<file path="config.mk">
export PLATFORM = sky130hd
export DESIGN_NAME = instruction_fetch_unit
export DESIGN_NICKNAME = d
export VERILOG_FILES = /design/src/rtl/instruction_fetch_unit.sv
export SDC_FILE = /design/constraint.sdc
export NUM_CORES = 1
export LEC_CHECK = 0
export CORE_MARGIN = 5
export CORE_UTILIZATION = 44
export DETAILED_ROUTE_END_ITERATION = 10
export PLACE_DENSITY = 0.8
export SYNTH_ARGS = -nofsm -noshare
export SYNTH_HDL_FRONTEND = slang
export SYNTH_SLANG_ARGS = --single-unit
</file>
<file path="constraint.sdc">
create_clock -name clock -period 1.6 [get_ports clock]
set_input_delay 0.32 -clock clock [delete_from_list [all_inputs] [get_ports clock]]
set_output_delay 0.32 -clock clock [all_outputs]
set_load 0.005 [all_outputs]
</file>
<file path="src/rtl/instruction_fetch_unit.sv">
// instruction_fetch_unit
//   Fetch stage of the RISC-V pipeline. It owns the program counter, drives
//   the instruction cache address and loads the IF/ID pipeline register.
//   Cache misses, hazard stalls and branch redirects are absorbed here.
//   The cache address is never changed while a miss is in progress.
//
// Ports
//   clock              in   rising-edge clock
//   reset              in   synchronous, active-low reset
//   icache_address     out  fetch address (the PC register itself)
//   icache_instruction in   instruction word, valid when icache_busywait=0
//   icache_busywait    in   cache miss in progress
//   stall              in   hazard request to hold PC and IF/ID
//   branch_taken       in   redirect request from execute (flushes IF/ID)
//   branch_target      in   redirect address, bits [1:0] ignored
//   ifid_pc            out  PC of the instruction held in IF/ID
//   ifid_instruction   out  instruction held in IF/ID
//   ifid_valid         out  IF/ID holds a real instruction (0 = bubble)
//   miss_cycles        out  saturating count of edges with busywait=1
//
// Handshake: the cache has no valid/ready pair. A word is accepted on a
// rising edge only when icache_busywait=0 at that edge; while busywait=1
// the address stays constant so the cache can finish the fill.
module instruction_fetch_unit #(
  parameter logic [31:0] RESET_PC   = 32'h0000_0000,
  parameter logic [31:0] NOP_INSTR  = 32'h0000_0013,
  parameter int          MISS_CNT_W = 16
) (
  input  logic                  clock,
  input  logic                  reset,
  output logic [31:0]           icache_address,
  input  logic [31:0]           icache_instruction,
  input  logic                  icache_busywait,
  input  logic                  stall,
  input  logic                  branch_taken,
  input  logic [31:0]           branch_target,
  output logic [31:0]           ifid_pc,
  output logic [31:0]           ifid_instruction,
  output logic                  ifid_valid,
  output logic [MISS_CNT_W-1:0] miss_cycles
);

  // RUN: normal fetching. KILL: a redirect arrived during a miss; the line
  // being filled belongs to the wrong path and its word is discarded.
  typedef enum logic {
    RUN  = 1'b0,
    KILL = 1'b1
  } state_t;

  state_t      state;
  logic [31:0] pc;
  logic [31:0] pending_target;
  logic [31:0] target_aligned;

  localparam logic [MISS_CNT_W-1:0] CNT_MAX = {MISS_CNT_W{1'b1}};
  localparam logic [MISS_CNT_W-1:0] CNT_ONE = {{(MISS_CNT_W-1){1'b0}}, 1'b1};

  assign target_aligned = branch_target & ~32'h0000_0003;
  assign icache_address = pc;

  always_ff @(posedge clock) begin
    if (!reset) begin
      state            <= RUN;
      pc               <= RESET_PC;
      pending_target   <= 32'h0;
      ifid_pc          <= 32'h0;
      ifid_instruction <= NOP_INSTR;
      ifid_valid       <= 1'b0;
      miss_cycles      <= '0;
    end else begin
      if (icache_busywait && (miss_cycles != CNT_MAX)) begin
        miss_cycles <= miss_cycles + CNT_ONE;
      end

      case (state)
        RUN: begin
          if (!icache_busywait) begin
            if (branch_taken) begin
              pc               <= target_aligned;
              ifid_instruction <= NOP_INSTR;
              ifid_valid       <= 1'b0;
            end else if (!stall) begin
              ifid_pc          <= pc;
              ifid_instruction <= icache_instruction;
              ifid_valid       <= 1'b1;
              pc               <= pc + 32'd4;
            end
          end else begin
            // Miss: pc is frozen. A redirect is parked until the fill ends.
            if (branch_taken) begin
              pending_target   <= target_aligned;
              ifid_instruction <= NOP_INSTR;
              ifid_valid       <= 1'b0;
              state            <= KILL;
            end else if (!stall) begin
              ifid_instruction <= NOP_INSTR;
              ifid_valid       <= 1'b0;
            end
          end
        end

        KILL: begin
          if (!icache_busywait) begin
            // Fill done: drop its word and jump; a same-cycle redirect wins.
            pc               <= branch_taken ? target_aligned : pending_target;
            ifid_instruction <= NOP_INSTR;
            ifid_valid       <= 1'b0;
            state            <= RUN;
          end else begin
            if (branch_taken) begin
              pending_target <= target_aligned;
            end
            if (branch_taken || !stall) begin
              ifid_instruction <= NOP_INSTR;
              ifid_valid       <= 1'b0;
            end
          end
        end

        default: state <= RUN;
      endcase
    end
  end

endmodule

</file>
==> results <==
registers in the layout, summed over array words and instances, names as in the netlist:
register and cells:
icache_address 32, ifid_valid 1, state 1, miss_cycles 16, pending_target 32, ifid_pc 32, ifid_instruction 32
area by class of cell:
cell class	instances	area [sq um]	share of cell area, %
Clock buffer	19	452.9	4.220
Inverter	6	22.52	0.2098
Multi-Input combinational cell	613	3815	35.54
Timing Repair Buffer	315	3025	28.19
Tap cell	188	235.2	2.191
Clock inverter	13	172.7	1.609
Sequential cell	146	3010	28.05
power by group:
group	switching, uW	internal (uW)	total, uW
Combinational	592	632	1220
Clock	1630	2560	4190
Sequential	91.2	3750	3840
metrics by stage:
step	cell area [sq um]	TNS, ns
floorplan	6878	-0.2868
global placement	9647	-33.24
detailed placement	9647	-38.00
CTS	10460	-0.3220
global route	10730	-1.536
finish	10730	-0.3617
cells by family (layout without fill, tap and decap cells):
| family | count (synthesis) | in the layout | share of synthesized area (%) |
|---|---|---|---|
| buffers and inverters | 69 | 353 | 4.590 |
| and+or+nand+nor | 370 | 370 | 26.43 |
| DFF | 146 | 146 | 43.06 |
| muxes | 9 | 9 | 1.346 |
| adders and majority gates | 2 | 2 | 0.3686 |
| xor gates and xnor gates | 7 | 7 | 0.9032 |
| AOI/OAI and AO/OA | 224 | 225 | 23.30 |
worst paths after layout:
check                                     from                              end  depth (start not counted)
hold reg to reg       ifid_pc[18]$_SDFFE_PN0P_         ifid_pc[18]$_SDFFE_PN0P_                          2
setup reg to reg  miss_cycles[11]$_SDFFE_PN0P_      miss_cycles[2]$_SDFFE_PN0P_                          5
setup / recovery  miss_cycles[11]$_SDFFE_PN0P_      miss_cycles[2]$_SDFFE_PN0P_                          5
hold / removal                           reset  icache_address[26]$_SDFFE_PN0P_                          2
worst max-delay path, stage by stage (launching register included):
cell and delay [ns]:
dfxtp_4 0.35, nand4_4 0.12, or4_4 0.57, o211ai_1 0.26, xnor2_1 0.10, and2_1 0.16
routing by layer:
metal  wire length (microns)  global-route usage, %
met1                    9887                  32.35
met2                   10810                  38.99
met3                    1926                  5.551
met4                     619                  8.937
met5                       0                      0
cells in the mapped netlist, drive strengths merged (15+ instances only):
library cell | n | area share (%)
nor2b | 32 | 2.9
and3 | 17 | 1.6
a21boi | 69 | 7.6
o21ai | 35 | 2.7
a22oi | 32 | 3.5
o211ai | 15 | 1.7
and2 | 17 | 1.6
dfxtp | 146 | 43
nand2 | 201 | 11
clkbuf | 50 | 3.2
a21oi | 20 | 1.5
nand3 | 23 | 1.8
nor2 | 28 | 1.5
timing repair:
action	in CTS	in global routing
gates cloned	2	0
gates resized for setup	141	84
buffers inserted	14	3
endpoints found under the setup margin	109	76
pin swaps	7	16
==> results.md <==
* Status: finished, violations left
* Failing checks: setup timing
* Num ports at 182
* CTS tree: yes
* # nets final at 1170
* Number of port buffers at 179
* Routability cong. at 0.8926
* Vias in the first global route at 6752
* Non-filler cells, final at 1300
* Initial Utilization at 44.82%
* Global-route wire length before repair at 35.46 mm
* Synthesized area per cell at 8.208 sq um
* Final Slew Violations at 0
* Max VDD drop at 0.0008192 V
* Vias at 7230
* Critical path peak fanout at 6
* HPWL Detailed at 16.11 mm
* Final Hold Fails at 0
* Routed wire length at 23.24 mm
* Ys async rst share at 0%
* MaxCap Viol Count at 0
* Startpoint types: flop
* Syn_nets at 898
* Root buffer cell: clkbuf_16
* Clk slew on worst S/H paths at 0.06 ns
* Maximum root-to-sink buffer count at 2
* Worst slack at placement at -0.4232 ns
* Warnings, synthesis at 0
* Clk sink count at 146
* Max Clock Skew at 0.007770 ns
* Sequential share of the synthesized area at 43.06%
* Top FF cell, synth: dfxtp_1
* GRT Residual Overflow at 0
* Total iterations of the first detailed-routing run at 5
* Worst slew pin tran at 0.4218 ns
* Power, Total at 9253 uW
* Total GRT Usage at 24.40%
* Syn Inst Count at 827
* Hold Buf Count CTS at 0
* Fin worst setup slack at -0.09019 ns
* Latest clock arrival within the worst-skew pair at 0.43 ns
* Overall die width at 134.2 microns
* Residual DRC at 0
* Initial antenna violation count at 0
* H-Tree Depth at 4
* F_max at 0.5916 GHz
* Commonest non-fill, non-tap cell in the layout: nand2_1
* Initial DRC count at 614
* Max-slew headroom at 71.44%
* Vias per cell at 5.562
* Endpoints failing setup at 13
* Die area at 18010 sq um
* Share of layout cells above drive strength 1 at 23.92%
* Final Cycle Share at 105.6%
* Core area at 15150 sq um
* Largest net degree at the start of global routing at 68
* Worst Setup End Kind: flop
* Die Ht at 134.2 microns
* Placed cells at 1250
* Final design utilization at 70.87%
* Post-synth EDFFs at 0
* Area growth syn-to-layout at 58.14%
* PwrDens at 862.0 nW/um^2
* Num CTS Buffers at 17
* # diodes at 0
* Antenna viol nets, final at 0
* Core Rows at 45
* Min Hold Slack at 0.2828 ns
* Crit path DAT at 2.00 ns
* Worst path required time at 1.91 ns
* Leak Pwr at 0.004869 uW
* Wire per inst at 17.88 microns
* Yosys cell types at 67
* Number of synthesized register bits at 146
* Critical path type: reg2reg
* Setup slack, reg-to-reg at -0.09 ns
* Hold Path Class: in2reg
* Commonest non-fill, non-tap cells in the layout: nand2_1, buf_4, dfxtp_1
* Cell Area, Synth at 6788 sq um
* Fin crit period at 1.690 ns
* Filler cells at 1089
* RSZ-0062 raised after global routing: yes
Note: power is estimated with default switching activity, not from simulation.
